`src/rtl/riscv_pkg.sv`:
```
// Shared RV32I constants: data/register widths, load/store funct3 codes,
// LSU state encoding and the access-legality rule used at request time.
package riscv_pkg;

   localparam int unsigned RV_XLEN           = 32;
   localparam int unsigned RV_REG_ADDR_WIDTH = 5;

   typedef enum logic [2:0] {
      F3_B  = 3'b000,
      F3_H  = 3'b001,
      F3_W  = 3'b010,
      F3_BU = 3'b100,
      F3_HU = 3'b101
   } funct3_e;

   typedef enum logic [1:0] {
      LSU_IDLE = 2'd0,
      LSU_REQ  = 2'd1,
      LSU_WAIT = 2'd2
   } lsu_state_e;

   // Unsigned widths exist only for loads; halves need even, words need 4-byte alignment.
   function automatic logic lsu_access_ok(input logic       we,
                                          input logic [2:0] f3,
                                          input logic [1:0] a);
      logic ok;
      ok = 1'b0;
      case (f3)
         F3_B:    ok = 1'b1;
         F3_H:    ok = ~a[0];
         F3_W:    ok = (a == 2'b00);
         F3_BU:   ok = ~we;
         F3_HU:   ok = ~we & ~a[0];
         default: ok = 1'b0;
      endcase
      return ok;
   endfunction

endpackage

```
`src/rtl/lsu_align.sv`:
```
// Byte-lane placement of store data and lane extraction / extension of load data.
module lsu_align
   import riscv_pkg::*;
#(
   parameter int unsigned XLEN = RV_XLEN
) (
   input  logic [2:0]      st_funct3,
   input  logic [1:0]      st_addr_lo,
   input  logic [XLEN-1:0] st_data,
   output logic [3:0]      st_be,
   output logic [XLEN-1:0] st_lane,
   input  logic [2:0]      ld_funct3,
   input  logic [1:0]      ld_addr_lo,
   input  logic [XLEN-1:0] ld_word,
   output logic [XLEN-1:0] ld_result
);

   logic [7:0]  byte_sel;
   logic [15:0] half_sel;

   always_comb begin
      st_be   = 4'b1111;
      st_lane = st_data;
      case (st_funct3[1:0])
         2'b00: begin
            st_be   = 4'b0001 << st_addr_lo;
            st_lane = {4{st_data[7:0]}};
         end
         2'b01: begin
            st_be   = st_addr_lo[1] ? 4'b1100 : 4'b0011;
            st_lane = {2{st_data[15:0]}};
         end
         default: ;
      endcase
   end

   always_comb begin
      byte_sel  = ld_word[{ld_addr_lo, 3'b000} +: 8];
      half_sel  = ld_addr_lo[1] ? ld_word[31:16] : ld_word[15:0];
      ld_result = ld_word;
      case (ld_funct3)
         F3_B:    ld_result = {{24{byte_sel[7]}}, byte_sel};
         F3_H:    ld_result = {{16{half_sel[15]}}, half_sel};
         F3_BU:   ld_result = {24'b0, byte_sel};
         F3_HU:   ld_result = {16'b0, half_sel};
         default: ld_result = ld_word;
      endcase
   end

endmodule

```
`src/rtl/lsu.sv`:
```
// Load/store unit: accepts one EXE access, runs the dmem req/gnt/rvalid handshake
// and returns a registered, extended load result to the MEM stage.
module lsu
   import riscv_pkg::*;
#(
   parameter int unsigned XLEN = RV_XLEN,
   parameter int unsigned RAW  = RV_REG_ADDR_WIDTH
) (
   input  logic            clk,
   input  logic            rst_n,
   input  logic            req_valid,
   input  logic            req_we,
   input  logic [2:0]      req_funct3,
   input  logic [XLEN-1:0] req_addr,
   input  logic [XLEN-1:0] req_wdata,
   input  logic [RAW-1:0]  req_rd,
   output logic            stall,
   output logic            dmem_req,
   output logic            dmem_we,
   output logic [XLEN-1:0] dmem_addr,
   output logic [3:0]      dmem_be,
   output logic [XLEN-1:0] dmem_wdata,
   input  logic            dmem_gnt,
   input  logic            dmem_rvalid,
   input  logic [XLEN-1:0] dmem_rdata,
   output logic            ld_valid,
   output logic [XLEN-1:0] ld_data,
   output logic [RAW-1:0]  ld_rd,
   output logic            err
);

   lsu_state_e      state_q;
   logic            dmem_req_q, dmem_we_q;
   logic [XLEN-1:0] dmem_addr_q, dmem_wdata_q;
   logic [3:0]      dmem_be_q;
   logic [2:0]      funct3_q;
   logic [1:0]      addr_lo_q;
   logic [RAW-1:0]  rd_q;
   logic            ld_valid_q, err_q;
   logic [XLEN-1:0] ld_data_q;
   logic [RAW-1:0]  ld_rd_q;

   logic            access_ok, accept;
   logic [3:0]      st_be;
   logic [XLEN-1:0] st_lane, ld_result;

   assign access_ok = lsu_access_ok(req_we, req_funct3, req_addr[1:0]);
   assign accept    = (state_q == LSU_IDLE) && req_valid && access_ok;

   lsu_align #(.XLEN(XLEN)) u_align (
      .st_funct3  (req_funct3),
      .st_addr_lo (req_addr[1:0]),
      .st_data    (req_wdata),
      .st_be      (st_be),
      .st_lane    (st_lane),
      .ld_funct3  (funct3_q),
      .ld_addr_lo (addr_lo_q),
      .ld_word    (dmem_rdata),
      .ld_result  (ld_result)
   );

   // Stall drops in the completing cycle so EXE can present the next access at once.
   always_comb begin
      stall = 1'b0;
      case (state_q)
         LSU_IDLE: stall = accept;
         LSU_REQ:  stall = ~(dmem_gnt & dmem_we_q);
         LSU_WAIT: stall = ~dmem_rvalid;
         default:  stall = 1'b0;
      endcase
   end

   always_ff @(posedge clk or negedge rst_n) begin
      if (!rst_n) begin
         state_q      <= LSU_IDLE;
         dmem_req_q   <= 1'b0;
         dmem_we_q    <= 1'b0;
         dmem_addr_q  <= '0;
         dmem_be_q    <= '0;
         dmem_wdata_q <= '0;
         funct3_q     <= '0;
         addr_lo_q    <= '0;
         rd_q         <= '0;
         ld_valid_q   <= 1'b0;
         ld_data_q    <= '0;
         ld_rd_q      <= '0;
         err_q        <= 1'b0;
      end else begin
         err_q      <= (state_q == LSU_IDLE) && req_valid && !access_ok;
         ld_valid_q <= 1'b0;
         case (state_q)
            LSU_IDLE: begin
               if (accept) begin
                  state_q      <= LSU_REQ;
                  dmem_req_q   <= 1'b1;
                  dmem_we_q    <= req_we;
                  dmem_addr_q  <= {req_addr[XLEN-1:2], 2'b00};
                  dmem_be_q    <= req_we ? st_be : 4'b1111;
                  dmem_wdata_q <= req_we ? st_lane : '0;
                  funct3_q     <= req_funct3;
                  addr_lo_q    <= req_addr[1:0];
                  rd_q         <= req_rd;
               end
            end
            LSU_REQ: begin
               // rvalid arriving with gnt belongs to nothing we issued yet
               if (dmem_gnt) begin
                  dmem_req_q <= 1'b0;
                  state_q    <= dmem_we_q ? LSU_IDLE : LSU_WAIT;
               end
            end
            LSU_WAIT: begin
               if (dmem_rvalid) begin
                  state_q    <= LSU_IDLE;
                  ld_valid_q <= 1'b1;
                  ld_data_q  <= ld_result;
                  ld_rd_q    <= rd_q;
               end
            end
            default: state_q <= LSU_IDLE;
         endcase
      end
   end

   assign dmem_req   = dmem_req_q;
   assign dmem_we    = dmem_we_q;
   assign dmem_addr  = dmem_addr_q;
   assign dmem_be    = dmem_be_q;
   assign dmem_wdata = dmem_wdata_q;
   assign ld_valid   = ld_valid_q;
   assign ld_data    = ld_data_q;
   assign ld_rd      = ld_rd_q;
   assign err        = err_q;

endmodule

```
`config.mk`:
```
export PLATFORM = sky130hd
export DESIGN_NAME = lsu
export DESIGN_NICKNAME = d
export VERILOG_FILES = /design/src/rtl/riscv_pkg.sv /design/src/rtl/lsu_align.sv /design/src/rtl/lsu.sv
export SDC_FILE = /design/constraint.sdc
export NUM_CORES = 1
export LEC_CHECK = 0
export BUFFER_PORTS_ARGS = -buffer_cell sky130_fd_sc_hd__buf_2
export CAP_MARGIN = 20
export CORE_AREA = 3 3 108 110
export CTS_CLUSTER_SIZE = 16
export DETAILED_ROUTE_END_ITERATION = 16
export DIE_AREA = 0 0 111 113
export GPL_TIMING_DRIVEN = 0
export HOLD_SLACK_MARGIN = 0.12
export PLACE_DENSITY = 0.85
export SETUP_SLACK_MARGIN = 0.5
export SLEW_MARGIN = 5
export SYNTH_ARGS = -nofsm -noshare
export SYNTH_HDL_FRONTEND = slang
export SYNTH_SLANG_ARGS = --single-unit
```
`constraint.sdc`:
```
create_clock -name clk -period 4.4 [get_ports clk]
set_clock_uncertainty 0.05 [all_clocks]
set_input_delay 0.66 -clock clk [delete_from_list [all_inputs] [get_ports clk]]
set_output_delay 0.66 -clock clk [all_outputs]
set_load 0.1 [all_outputs]
```
Yosys cells after proc, flatten, opt, wreduce, memory -nomap -nowiden
Index checks and enable logic that the tools add are counted.

Output and inout bits: 110. Word-level logic and storage cells: 67. Register bits after elaboration: 119. Input bits: 110.

Shift operators: 2. Bitwise gates (word level): 6. Reductions and logical operators: 14. Equal/unequal tests: 13. Multiplexer cells: 19.

Operator list (number): $pmux W32 S4 (1); $pmux W32 S2 (1); $mux W32 (1); $shiftx A32 B6 Y8 (1); $mux W16 (1); $eq A3 B3 Y1 const B (4); $mux W2 (4); $mux W4 (2); $pmux W4 S2 (1); $eq A3 B1 Y1 const B (2); $logic_not A2 Y1 (3); $logic_not A3 Y1 (2); $ne A2 B2 Y1 const B (3); $pmux W2 S3 (1); $reduce_and A3 Y1 (2); $pmux W1 S5 (1); $eq A2 B1 Y1 const B (2); $mux W1 (4); $not A1 Y1 (4); $reduce_and A2 Y1 (2); $shl A1 B2 Y4 const A (1); $eq A3 B2 Y1 const B (1); $logic_and A1 B1 Y1 (3); $pmux W1 S3 (1); 5 further kinds (6).

Depth between registers and ports, before layout
Depth after elaboration: 6. Mapped depth: 7. Mapped depth without buffers: 5.

Hierarchy
From an unflattened synthesis, not the netlist that was laid out.

Cells, all modules: 521. Area, all modules: 6217.2 µm².

Modules (own cells, without submodules): lsu (times used 1, cells each 339, sequential area each 2977.9 µm², area each 4889.7 µm²); lsu_align (times used 1, cells each 182, sequential area each 0.0 µm², area each 1327.5 µm²).

Worst setup path after synthesis
OpenSTA, ideal clock, no wires.

Kind: input port to output port. From: in req_we. To: out stall. Required time: 3.690 ns. Buffers on the path: 3. Arrival time: 2.294 ns. Cell stages on the path: 6. Setup slack: 1.396 ns. Cells stage by stage: buf_2 a221oi_2 o211ai_4 buf_4 buf_2 nand2_1.

Word-level cells in the longest chain between the ends: 5.

RTL lines: start: declaration (RTL line lsu.sv:12) `input logic req_we,`; $not A1 Y1 * (RTL line riscv_pkg.sv:32, riscv_pkg.sv:33); $and A1 B1 Y1 (RTL line riscv_pkg.sv:33) `F3_HU: ok = ~we & ~a[0];`; $pmux W1 S5 * (RTL line riscv_pkg.sv:28) `case (f3)`; $logic_and A1 B1 Y1 * (RTL line lsu.sv:48) `assign accept = (state_q == LSU_IDLE) && req_valid && access_ok;`; $pmux W1 S3 * (RTL line lsu.sv:65) `case (state_q)`; end: declaration (RTL line lsu.sv:17) `output logic stall,`.

Every way passes the cells marked *; elsewhere a longest branch is shown, timed or not.

Worst setup path after layout
From: reg state_q[1]. To: out stall.

Word-level cells in the longest chain between the ends: 4. Elaborated cells between the ends (all ways): 6. Those cells by class: eq/ne: 2; mux: 1; reduce/logical: 3.

RTL lines: start: declaration (RTL line lsu.sv:32) `lsu_state_e state_q;`; start signal: assignment (RTL line lsu.sv:109) `state_q <= dmem_we_q ? LSU_IDLE : LSU_WAIT;`; $logic_not A2 Y1 (RTL line lsu.sv:48, lsu.sv:65); $logic_and A1 B1 Y1 (2 in series) (RTL line lsu.sv:48); $pmux W1 S3 * (RTL line lsu.sv:65).

Marks and branches as above.

==> summary.json <==
{
  "placed_design": {
    "placement.cell_area_um2": 6988,
    "globalplace.congestion": 0.9184,
    "place.port_buffers": 215,
    "post_place_setup_slack_ns": 1.334,
    "hpwlAfterDp_mm": 12.91,
    "placed_instances": 916
  },
  "synthesis": {
    "synth.distinct_cells": 39,
    "syn-cell-area_um2": 5699,
    "avgSynthCellArea_um2": 10.20,
    "synth-main-ff-cell": "sky130_fd_sc_hd__dfrtp_1",
    "top_cells_by_area_in_the_synthesized_netlist": "sky130_fd_sc_hd__dfrtp_1 52%, sky130_fd_sc_hd__nand2_1 8.0%, sky130_fd_sc_hd__mux2_1 7.7%",
    "yosysSeqAreaShare_pct": 52.25,
    "yosysTopAreaCellShare_pct": 52.25,
    "synth_enable_flop_cells": 0,
    "synth.largest_area_cell": "sky130_fd_sc_hd__dfrtp_1",
    "yosys_register_bits": 119,
    "ys_warn_count": 0,
    "syn_inst": 559,
    "asyncSetResetFlopFracSynth_pct": 100.0
  },
  "final_layout": {
    "synthToLayoutAreaGrowth_pct": 33.74,
    "most_common_library_cell_in_the_layout_ignoring_fill_and_taps": "sky130_fd_sc_hd__buf_2",
    "fillerInstances": 796,
    "antenna_cells_inserted": 0,
    "finalNonFillerCells": 949,
    "most-common-layout-cells": "226 x sky130_fd_sc_hd__buf_2, 121 x sky130_fd_sc_hd__nand2_1, 119 x sky130_fd_sc_hd__dfrtp_1",
    "final_layout_size_suffix_gt1_share_pct": 36.09,
    "multiInputGateArea_um2": 2516,
    "fin_nets": 906,
    "sequential_cell_area_um2": 2978,
    "finalInstanceArea_um2": 7622
  },
  "die": {
    "initial_core_util_pct": 52.81,
    "std_cell_rows": 38,
    "die-area_um2": 12540,
    "fp.dieW_um": 111,
    "top_level_ports": 220,
    "core_um2": 10790,
    "die_h_um": 113
  },
  "routing": {
    "dr_total_vias": 5373,
    "vias_per_std_cell": 5.662,
    "routedWlPerCell_um": 18.36,
    "total_wirelength_mm": 17.42,
    "drt_first_pass_iters": 5,
    "drt_initial_violations": 483,
    "drt_drc_violations_left": 0,
    "antenna_left": 0
  },
  "clocking": {
    "insertion_delay_ns": 0.51,
    "cts.clk_slew.worst_paths_ns": 0.06,
    "cts_root_buffer": "sky130_fd_sc_hd__clkbuf_8",
    "ctsHtreeMaxLevel": 4,
    "cts_inserted_buffers": 17,
    "clock_tree.buffer_depth": 2,
    "post_cts_setup_buffer_count": 0,
    "clock-sinks": 119,
    "cts.hold.buffers_added": 1,
    "tritoncts_clock_tree": "yes",
    "cts_resized": 0
  },
  "critical_path": {
    "ff2ff_setup_slack_ns": 2.33,
    "timing.critical_path.fanout_max": 10,
    "r2r-start": "addr_lo_q[0]$_DFFE_PN0P_",
    "path_class": "reg -> out",
    "arrival_ns": 2.34,
    "critical_path_startpoint_category": "register",
    "timing.critical_path.to_type": "output port",
    "r2r.worst_path.cells": 7,
    "cp.required_ns": 3.69,
    "r2r_end": "ld_data[4]$_DFFE_PN0P_"
  },
  "min_path": {
    "hold_class": "in -> reg",
    "min_delay_worst_endpoint": "dmem_addr[7]$_DFFE_PN0P_",
    "min-delay-start": "req_addr[7]",
    "hold_depth": 2
  },
  "timing": {
    "max_slew.worst_pin.slew_ns": 0.6359,
    "finalWorstPathRequiredPeriod_ns": 3.049,
    "setup_viol": 0,
    "timing.slew.headroom_pct": 57.60,
    "timing.setup.tns_ns": 0,
    "timing.final.hold_violations": 0,
    "clock.fmax_ghz": 0.3280,
    "final_critical_path_setup_slack_ns": 1.351,
    "drv_slew": 0,
    "final_min_period_over_clock_period_pct": 69.30,
    "rsz0062_at_grt": "false"
  },
  "grt": {
    "groute.usage.overall_pct": 28.00,
    "number_of_global_route_vias_before_repair": 5536,
    "grt_first_pass_wirelength_mm": 27.88,
    "grt_overflow": 0,
    "grt_start_max_net_pins": 91,
    "grt_antenna_before_repair": 0
  },
  "outcome": {
    "outcome": "complete, no violations"
  },
  "run": {
    "number_of_max_capacitance_violations_reported": 0
  }
}
worst max path at each step:
stage | from | end | slack [ns] | cells after the start
floorplan | req_we | stall | 1.40 | 6
global placement | rst_n | dmem_addr[23]$_DFFE_PN0P_ | 1.22 | 1
detailed placement | req_addr[0] | stall | 1.33 | 7
CTS | state_q[1]$_DFFE_PN0P_ | stall | 1.29 | 6
global route | state_q[1]$_DFFE_PN0P_ | stall | 1.19 | 6
finish | state_q[1]$_DFFE_PN0P_ | stall | 1.35 | 6
critical path: stages (launching register included):
cell                       delay (ns)
sky130_fd_sc_hd__dfrtp_1         0.41
sky130_fd_sc_hd__nor2_1          0.29
sky130_fd_sc_hd__o211ai_4        0.20
sky130_fd_sc_hd__buf_4           0.23
sky130_fd_sc_hd__buf_2           0.20
sky130_fd_sc_hd__nand2_1         0.07
sky130_fd_sc_hd__buf_2           0.42
synthesized netlist by cell type (4+ instances only):
| master | instances |
|---|---|
| sky130_fd_sc_hd__a21oi_1 | 36 |
| sky130_fd_sc_hd__buf_1 | 4 |
| sky130_fd_sc_hd__buf_2 | 12 |
| sky130_fd_sc_hd__buf_4 | 4 |
| sky130_fd_sc_hd__clkbuf_1 | 21 |
| sky130_fd_sc_hd__dfrtp_1 | 119 |
| sky130_fd_sc_hd__mux2_1 | 39 |
| sky130_fd_sc_hd__mux2_2 | 16 |
| sky130_fd_sc_hd__mux2i_1 | 26 |
| sky130_fd_sc_hd__nand2_1 | 121 |
| sky130_fd_sc_hd__nand2b_1 | 4 |
| sky130_fd_sc_hd__nand3b_1 | 8 |
| sky130_fd_sc_hd__nor2_1 | 4 |
| sky130_fd_sc_hd__nor4bb_1 | 7 |
| sky130_fd_sc_hd__o211ai_1 | 16 |
| sky130_fd_sc_hd__o21ai_0 | 84 |
| sky130_fd_sc_hd__o22a_1 | 7 |
cell families (layout without fill, tap and decap cells):
logic type | after synthesis | in the layout | share of synthesized area [%]
and+or+nand+nor | 159 | 159 | 13.13
AOI/OAI and AO/OA | 151 | 151 | 15.06
DFF | 119 | 119 | 52.25
muxes | 82 | 82 | 15.83
buffers and inverters | 47 | 296 | 3.666
other | 1 | 2 | 0.06580
state kept, by name, indices dropped and copies added (netlist names):
| register | count |
|---|---|
| addr_lo_q | 2 |
| dmem_addr | 30 |
| dmem_be | 4 |
| dmem_req | 1 |
| dmem_wdata | 32 |
| dmem_we | 1 |
| err | 1 |
| funct3_q | 3 |
| ld_data | 32 |
| ld_rd | 5 |
| ld_valid | 1 |
| rd_q | 5 |
| state_q | 2 |
area by class of cell:
| class | instances | share of cell area [%] |
|---|---|---|
| clock buffers | 17 | 5.433 |
| well taps | 140 | 2.298 |
| inverters | 4 | 0.1970 |
| multi-input cells | 394 | 33.01 |
| repair buffers | 217 | 14.69 |
| clock inverters | 15 | 2.758 |
| flip-flops and latches | 119 | 39.07 |
| plain buffers | 43 | 2.544 |
layer usage:
metal / share of wire (%) / up-vias / global-route usage [%]
met1: 39 / 2579 / 33.47
met2: 48 / 305 / 46.40
met3: 9.4 / 48 / 9.144
met5: 0 / - / 0
met4: 3.1 / 0 / 12.73
li1: - / 2441 / -
metrics by stage:
step	hold slack (ns)	util [%]
floorplan	0.3144	-
finish	0.3049	70.62
detailed placement	0.4004	64.75
CTS	0.2807	70.62
global route	0.2856	70.62
global placement	0.4057	64.43
Power is left out: the tool's default activity adds up to more than one toggle a clock period on the data nets, which glitch-free logic cannot reach.
